==> src/rtl/pixel_ingress_if.sv <==
`default_nettype none
// ============================================================================
// Module : pixel_ingress_if
// Brief  : Raw-pixel input stream and core-facing output bundle for pixel_ingress.
// Rev    : 1.0  initial release
// ============================================================================
interface pixel_ingress_if #(
   parameter int PIXEL_WIDTH = 8,
   parameter int DATA_WIDTH  = 24,
   parameter int FIFO_DEPTH  = 16
);
   logic                        s_valid;
   logic                        s_ready;
   logic [PIXEL_WIDTH-1:0]      s_data;
   logic                        s_last;
   logic                        o_valid;
   logic [DATA_WIDTH-1:0]       pixel;
   logic                        o_last;
   logic                        frame_done;
   logic                        frame_err;
   logic [$clog2(FIFO_DEPTH):0] fifo_level;

   modport master (
      output s_valid, s_data, s_last,
      input  s_ready, o_valid, pixel, o_last, frame_done, frame_err, fifo_level
   );

   modport slave (
      input  s_valid, s_data, s_last,
      output s_ready, o_valid, pixel, o_last, frame_done, frame_err, fifo_level
   );
endinterface
`default_nettype wire

==> src/rtl/pixel_ingress.sv <==
`default_nettype none
// ============================================================================
// Module : pixel_ingress
// Brief  : FIFO-buffered pixel feeder: 8-bit to fixed-point, frame counting,
//          fixed inter-frame gap. PIXEL_INGRESS_LAST_CHECK_EN enables s_last checking.
// Rev    : 1.0  initial release
// ============================================================================
module pixel_ingress #(
   parameter int DATA_WIDTH   = 24,
   parameter int PIXEL_WIDTH  = 8,
   parameter int FRAC_BITS    = 16,
   parameter int IMAGE_PIXELS = 784,
   parameter int FIFO_DEPTH   = 16,
   parameter int GAP_CYCLES   = 512
) (
   input  wire logic      clk,
   input  wire logic      rst_n,
   pixel_ingress_if.slave bus
);
   localparam int c_aw      = $clog2(FIFO_DEPTH);
   localparam int c_lw      = c_aw + 1;
   localparam int c_cw      = (IMAGE_PIXELS > 1) ? $clog2(IMAGE_PIXELS) : 1;
   localparam int c_gw      = (GAP_CYCLES > 1) ? $clog2(GAP_CYCLES) : 1;
   localparam int c_shift   = FRAC_BITS - PIXEL_WIDTH;
   localparam bit c_has_gap = (GAP_CYCLES > 0);
`ifdef PIXEL_INGRESS_LAST_CHECK_EN
   localparam int c_fw      = PIXEL_WIDTH + 1;
`else
   localparam int c_fw      = PIXEL_WIDTH;
`endif
   localparam logic [c_lw-1:0] c_depth    = c_lw'(FIFO_DEPTH);
   localparam logic [c_cw-1:0] c_last_idx = c_cw'(IMAGE_PIXELS - 1);
   localparam logic [c_gw-1:0] c_gap_last = c_gw'(c_has_gap ? GAP_CYCLES - 1 : 0);

   typedef enum logic [1:0] {
      S_IDLE   = 2'd0,
      S_STREAM = 2'd1,
      S_GAP    = 2'd2
   } state_t;

   state_t                  r_state;
   state_t                  w_state_nxt;
   logic [c_fw-1:0]         r_mem [FIFO_DEPTH];
   logic [c_aw-1:0]         r_wr_ptr;
   logic [c_aw-1:0]         r_rd_ptr;
   logic [c_lw-1:0]         r_level;
   logic [c_lw-1:0]         w_level_nxt;
   logic                    r_ready;
   logic [c_cw-1:0]         r_pix_cnt;
   logic [c_gw-1:0]         r_gap_cnt;
   logic                    r_valid;
   logic [DATA_WIDTH-1:0]   r_pixel;
   logic                    r_last;
   logic                    r_done;
   logic                    r_err;

   logic                    w_push;
   logic                    w_pop;
   logic [c_fw-1:0]         w_wr_word;
   logic [c_fw-1:0]         w_rd_word;
   logic [PIXEL_WIDTH-1:0]  w_rd_data;
   logic                    w_rd_last;
   logic                    w_cnt_last;
   logic                    w_beat_last;
   logic                    w_err;
   logic [DATA_WIDTH-1:0]   w_conv;

   assign w_push    = bus.s_valid && r_ready;
   assign w_pop     = (r_state != S_GAP) && (r_level != '0);
   assign w_rd_word = r_mem[r_rd_ptr];
   assign w_rd_data = w_rd_word[PIXEL_WIDTH-1:0];

`ifdef PIXEL_INGRESS_LAST_CHECK_EN
   assign w_wr_word = {bus.s_last, bus.s_data};
   assign w_rd_last = w_rd_word[PIXEL_WIDTH];
   assign w_err     = w_rd_last ^ w_cnt_last;
`else
   logic w_unused;
   assign w_wr_word = bus.s_data;
   assign w_rd_last = 1'b0;
   assign w_err     = 1'b0;
   assign w_unused  = bus.s_last;
`endif

   // A tagged last beat closes the frame early so pix_cnt resyncs to 0.
   assign w_cnt_last  = (r_pix_cnt == c_last_idx);
   assign w_beat_last = w_cnt_last | w_rd_last;
   assign w_conv      = DATA_WIDTH'(w_rd_data) << c_shift;

   always_comb begin
      w_level_nxt = r_level;
      if (w_push && !w_pop) begin
         w_level_nxt = r_level + c_lw'(1);
      end else if (!w_push && w_pop) begin
         w_level_nxt = r_level - c_lw'(1);
      end
   end

   always_comb begin
      w_state_nxt = r_state;
      case (r_state)
         S_IDLE, S_STREAM: begin
            if (w_pop) begin
               if (!w_beat_last)   w_state_nxt = S_STREAM;
               else if (c_has_gap) w_state_nxt = S_GAP;
               else                w_state_nxt = S_IDLE;
            end
         end
         S_GAP: begin
            if (r_gap_cnt == c_gap_last) w_state_nxt = S_IDLE;
         end
         default: w_state_nxt = S_IDLE;
      endcase
   end

   always_ff @(posedge clk or negedge rst_n) begin
      if (!rst_n) r_state <= S_IDLE;
      else        r_state <= w_state_nxt;
   end

   always_ff @(posedge clk) begin
      if (w_push) r_mem[r_wr_ptr] <= w_wr_word;
   end

   // s_ready is registered from the next level, so a full FIFO never bypasses.
   always_ff @(posedge clk or negedge rst_n) begin
      if (!rst_n) begin
         r_wr_ptr  <= '0;
         r_rd_ptr  <= '0;
         r_level   <= '0;
         r_ready   <= 1'b0;
         r_pix_cnt <= '0;
         r_gap_cnt <= '0;
         r_valid   <= 1'b0;
         r_pixel   <= '0;
         r_last    <= 1'b0;
         r_done    <= 1'b0;
         r_err     <= 1'b0;
      end else begin
         r_level   <= w_level_nxt;
         r_ready   <= (w_level_nxt < c_depth);
         if (w_push) r_wr_ptr <= r_wr_ptr + c_aw'(1);
         if (w_pop) begin
            r_rd_ptr  <= r_rd_ptr + c_aw'(1);
            r_pix_cnt <= w_beat_last ? '0 : r_pix_cnt + c_cw'(1);
         end
         r_gap_cnt <= (r_state == S_GAP) ? r_gap_cnt + c_gw'(1) : '0;
         r_valid   <= w_pop;
         r_pixel   <= w_pop ? w_conv : '0;
         r_last    <= w_pop && w_beat_last;
         r_done    <= r_last;
         r_err     <= r_err | (w_pop & w_err);
      end
   end

   assign bus.s_ready    = r_ready;
   assign bus.o_valid    = r_valid;
   assign bus.pixel      = r_pixel;
   assign bus.o_last     = r_last;
   assign bus.frame_done = r_done;
   assign bus.frame_err  = r_err;
   assign bus.fifo_level = r_level;
endmodule
`default_nettype wire

==> src/flat_wrapper.sv <==
// flat-port wrapper written by rule: the top's interface ports become plain ports
module pixel_ingress_flat 
#(
   parameter int DATA_WIDTH   = 24,
   parameter int PIXEL_WIDTH  = 8,
   parameter int FRAC_BITS    = 16,
   parameter int IMAGE_PIXELS = 784,
   parameter int FIFO_DEPTH   = 16,
   parameter int GAP_CYCLES   = 512
)
  (clk, rst_n, bus_s_valid, bus_s_data, bus_s_last, bus_s_ready, bus_o_valid, bus_pixel, bus_o_last, bus_frame_done, bus_frame_err, bus_fifo_level);
  pixel_ingress_if #(.PIXEL_WIDTH(PIXEL_WIDTH), .DATA_WIDTH(DATA_WIDTH), .FIFO_DEPTH(FIFO_DEPTH)) bus_i ();
  input  wire logic clk;
  input  wire logic rst_n;
  input wire logic [$bits(bus_i.s_valid)-1:0] bus_s_valid;
  input wire logic [$bits(bus_i.s_data)-1:0] bus_s_data;
  input wire logic [$bits(bus_i.s_last)-1:0] bus_s_last;
  output wire logic [$bits(bus_i.s_ready)-1:0] bus_s_ready;
  output wire logic [$bits(bus_i.o_valid)-1:0] bus_o_valid;
  output wire logic [$bits(bus_i.pixel)-1:0] bus_pixel;
  output wire logic [$bits(bus_i.o_last)-1:0] bus_o_last;
  output wire logic [$bits(bus_i.frame_done)-1:0] bus_frame_done;
  output wire logic [$bits(bus_i.frame_err)-1:0] bus_frame_err;
  output wire logic [$bits(bus_i.fifo_level)-1:0] bus_fifo_level;
  assign bus_i.s_valid = bus_s_valid;
  assign bus_i.s_data = bus_s_data;
  assign bus_i.s_last = bus_s_last;
  assign bus_s_ready = bus_i.s_ready;
  assign bus_o_valid = bus_i.o_valid;
  assign bus_pixel = bus_i.pixel;
  assign bus_o_last = bus_i.o_last;
  assign bus_frame_done = bus_i.frame_done;
  assign bus_frame_err = bus_i.frame_err;
  assign bus_fifo_level = bus_i.fifo_level;
  pixel_ingress #(.DATA_WIDTH(DATA_WIDTH), .PIXEL_WIDTH(PIXEL_WIDTH), .FRAC_BITS(FRAC_BITS), .IMAGE_PIXELS(IMAGE_PIXELS), .FIFO_DEPTH(FIFO_DEPTH), .GAP_CYCLES(GAP_CYCLES)) u_core (.clk(clk), .rst_n(rst_n), .bus(bus_i));
endmodule
==> config.mk <==
export PLATFORM = sky130hd
export DESIGN_NAME = pixel_ingress_flat
export DESIGN_NICKNAME = d
export VERILOG_FILES = /design/src/rtl/pixel_ingress_if.sv /design/src/rtl/pixel_ingress.sv /design/src/flat_wrapper.sv
export SDC_FILE = /design/constraint.sdc
export NUM_CORES = 1
export LEC_CHECK = 0
export BUFFER_PORTS_ARGS = -buffer_cell sky130_fd_sc_hd__buf_2
export CAP_MARGIN = 20
export CORE_MARGIN = 4
export CORE_UTILIZATION = 55
export CTS_BUF_LIST = sky130_fd_sc_hd__clkbuf_8 sky130_fd_sc_hd__clkbuf_16
export CTS_CLUSTER_DIAMETER = 30
export CTS_CLUSTER_SIZE = 20
export DETAILED_ROUTE_END_ITERATION = 16
export HOLD_SLACK_MARGIN = 0.08
export PLACE_DENSITY = 0.73
export SLEW_MARGIN = 20
export SYNTH_ARGS = -nofsm -noshare
export SYNTH_HDL_FRONTEND = slang
export SYNTH_SLANG_ARGS = --single-unit
==> constraint.sdc <==
create_clock -name clk -period 2.6 [get_ports clk]
set_input_delay 0.52 -clock clk [delete_from_list [all_inputs] [get_ports clk]]
set_output_delay 0.52 -clock clk [all_outputs]
set_load 0.01 [all_outputs]
==> results.md <==
* Mux cell area share after synthesis at 0.126
* Final HPWL DP at slightly above 8 mm
* Fillers at around 900
* CTS buffer count at 17
* Antenna diodes at 0
* Clock sinks at 174
* Number of synthesized register bits at ~170
* Hold path start: u_core.bus.o_last$_DFF_PN0_
* Switching power at 2640 uW
* Root Driver: clkbuf_16
* Least-Margin Pin Slew at around 0.6 ns
* FF-to-FF setup slack at ~0.23 ns
* Grt ovf at 0
* Routed Antenna Nets at 0
* Cell Pwr Density at ~1100 nW/um2
* Fin. max-slew vios at 0
* Clk Latency, worst-skew pair at between 0.4 and 0.5 ns
* Total GRT Usage at 0.193
* 1st-iter DRT viols at ~270
* Synth cell count leaders: edfxtp_1, dfrtp_1, mux4_2
* Ys flop type: edfxtp_1
* Synthesized area at 7240 um2
* PortBufs at 27
* RSZ-0062 raised after global routing: no
* Worst Slack Setup Final at between 0.2 and 0.25 ns
* Die footprint at between 15,000 and 20,000 um2
* Num ports at 46
* Endpoint, Worst Hold: u_core.bus.frame_done$_DFF_PN0_
* Final setup viols at 0
* Crit path largest cell delay at between 0.4 and 0.5 ns
* Ratio of cells with drive above 1 in the final layout at 0.214
* Crit Path Class: flop to flop
* Fin crit period at around 2.4 ns
* Clk buf depth at 2
* Nets@finish at around 500
* Final Wtd Congestion at around 0.83
* CP Launch Type: flop
* Top-count cell post-synth: edfxtp_1
* Pre-CTS setup slack at 0.153 ns
* CTS tree: built
* Die width at 123 um
* Largest family of logic cells by synthesized area: multiplexers
* Final Hold Fails at 0
* Pre-antenna DRT Iters at 4
* Max-Cap Viols at 0
* Status: finished clean
* Synth Area in Compound Gates at 0.0313
* Post-synth cell types at between 40 and 50
* Largest delay share family, worst path: simple AND/OR/NAND/NOR gates
* Num rows at 41
* Flop pwr share at 0.424
* First-pass GRT wire length at ~21 mm
* Register-to-Register Path Depth at 9
* XOR/XNOR share of the synthesized area at 0.0218
* Setup crit end kind: flop
* Final setup TNS at 0 ns
* Ys async rst share at 0.264
* Worst vdd ir at ~720 uV
* Starting Density at 0.567
* Area share of and/or/nand/nor cells after synthesis at 0.0736
* CP Buf/Inv Count at 1
* LEAKAGE at 0.00307 uW
* CTS clock-pin slew for the worst setup and hold paths at approximately 0.06 ns
* CP cell instances: inv_1 > ha_1 > nor4b_4 > nor2_4 > ha_1 > nor2b_1 > a32oi_1 > nor3_1 > a21o_1
* Pint at roughly 6000 uW
* Share of the synthesized area in the top cell type at 0.531
* Routed vias at 3,767
* Residual DRC at 0
* Synth Instances at between 400 and 500
* Reg2reg start: u_core.bus.fifo_level[1]$_DFFE_PN0P_
* Worst Path Required at about 2.9 ns
* Core outline area at about 13,000 um2
* Post_cts resized at 0
* Largest area contributor in the netlist: edfxtp_1
* Vias in the first global route at ~3,800
* Hold Crit Depth at 0
* Switching portion of total power at 0.306
* Largest net degree at the start of global routing at 35
* Avg Inst Size Synth at between 15 and 20 um2
* Crit path DAT at around 2.7 ns
* Slew HR at 0.600
* Wire length per cell at roughly 20 um
* Synth-to-Final Area Change at 12.1%
* Vias per inst at around 5.7
* Die Y at around 120 um
* F_max at 422 MHz
* Most used cell, CP: ha_1
* Synth top area cells: edfxtp_1, dfrtp_1, mux4_2
* Post-Synth Adder-Cell Area at 0.0225
* Fraction of the yosys area taken by sequential cells at 0.689
* Clock power share at 0.277
* Combinational fraction of design power at 0.299
* Post-Route WL at about 13 mm
* Yosys warns at 0
* Clock skew at ~0.0061 ns
* Hold crit path type: flop to flop
* Crit path max-delay cell type: nor4b_4
* Number of synthesized flops with an enable pin at roughly 130
* Crit share post-route at 0.912
* Critical Path Fanout Max at 8
* H-tree depth at 4
* Initial antenna violation count at 0
cell type report:
| type | count | area, um2 | area share |
|---|---|---|---|
| Timing Repair Buffer | 43 | 258 | 0.0317 |
| Tap cell | 172 | 215 | 0.0265 |
| Clock buffer | 20 | 467 | 0.0575 |
| Sequential cell | 174 | 4990 | 0.615 |
| Clock inverter | 12 | 95.1 | 0.0117 |
| Multi-Input combinational cell | 231 | 2050 | 0.253 |
| Inverter | 10 | 37.5 | 0.00462 |
cell usage in the layout (no fill, tap or decap), types with 2 or more instances in the layout:
master | synthesis | final
mux2_2 | 7 | 7
and2_1 | 15 | 15
a21oi_1 | 10 | 10
nor2b_1 | 4 | 4
ha_1 | 13 | 13
inv_1 | 9 | 11
mux4_1 | 8 | 8
mux2i_1 | 8 | 8
nand2b_1 | 2 | 2
mux4_2 | 24 | 24
edfxtp_1 | 128 | 128
nand3_1 | 12 | 12
nor3_1 | 8 | 8
or3_1 | 3 | 3
o21ai_1 | 3 | 3
clkinv_1 | 0 | 2
o21ai_0 | 10 | 10
buf_4 | 18 | 15
clkinv_4 | 0 | 3
nor4_1 | 2 | 2
a211oi_1 | 3 | 3
clkbuf_16 | 0 | 17
xor2_1 | 7 | 7
and3_1 | 9 | 9
nand2_1 | 20 | 20
o31ai_1 | 2 | 2
clkinv_2 | 0 | 3
conb_1 | 1 | 17
dfrtp_1 | 46 | 46
clkbuf_8 | 0 | 3
buf_2 | 9 | 27
xnor2_1 | 11 | 11
nor2_1 | 17 | 17
routing by layer:
metal,global-route usage,wire length (um),up-vias
met5,0,0,-
met4,0.0777,272,0
met3,0.0525,641,24
met2,0.308,6440,97
met1,0.256,5600,1931
li1,-,-,1715
what timing repair did:
action                                 4_1_cts  5_1_grt
setup endpoints to repair                    0        2
setup buffers                                0        2
hold buffers                                 1        0
endpoints found under the hold margin       12        0
flip-flops by register name, summed over array words and instances (netlist names), named ones only:
register               count
u_core.r_pix_cnt          10
u_core.bus.pixel           8
u_core.bus.frame_done      1
u_core.bus.o_valid         1
u_core.r_state             2
u_core.bus.s_ready         1
u_core.r_gap_cnt           9
u_core.r_wr_ptr            4
u_core.r_mem             128
u_core.bus.fifo_level      4
u_core.r_rd_ptr            4
u_core.bus.o_last          1
worst max-delay path by stage:
stage	slack [ns]	cells past startpoint	from	endpoint
after floorplan	0.23	10	u_core.bus.fifo_level[0]$_DFFE_PN0P_	u_core.bus.fifo_level[3]$_DFFE_PN0P_
after global placement	0.25	9	u_core.bus.fifo_level[1]$_DFFE_PN0P_	flop
after detailed placement	0.15	11	u_core.bus.fifo_level[1]$_DFFE_PN0P_	flop
after CTS	0.12	11	u_core.bus.fifo_level[1]$_DFFE_PN0P_	flop
after global routing	0.06	8	u_core.bus.fifo_level[1]$_DFFE_PN0P_	u_core.bus.fifo_level[3]$_DFFE_PN0P_
final	0.23	9	u_core.bus.fifo_level[1]$_DFFE_PN0P_	flop
per-stage QoR:
| step | std cells | total power [uW] | area [um2] | utilization | hold slack [ns] |
|---|---|---|---|---|---|
| 6_report | 662 | 8620 | 8120 | 0.636 | 0.382 |
| 5_1_grt | 662 | 9120 | 8120 | 0.636 | 0.391 |
| 4_1_cts | 660 | 8650 | 8110 | 0.635 | 0.392 |
| 3_5_place_dp | 627 | 6260 | 7530 | 0.590 | 0.374 |
| 3_3_place_gp | 627 | 6160 | 7530 | 0.590 | 0.349 |
| 2_1_floorplan | 446 | 5550 | 7300 | - | 0.224 |
power groups by stage:
| stage | registers (uW) | logic (uW) | clock network [uW] |
|---|---|---|---|
| after global placement | 3680 | 2470 | 0 |
| after detailed placement | 3710 | 2550 | 0 |
| final | 3660 | 2580 | 2390 |
| after floorplan | 3690 | 1860 | 0 |
| after global routing | 3700 | 2860 | 2560 |
| after CTS | 3660 | 2570 | 2420 |
cells by family after synthesis:
group / count (synthesis)
buffers and inverters: 41
adders and majority gates: 13
xor gates and xnor gates: 18
and+or+nand+nor: 99
other: 1
muxes: 47
DFF: 174
AOI/OAI and AO/OA: 37
(Power assumes the default switching activity.)
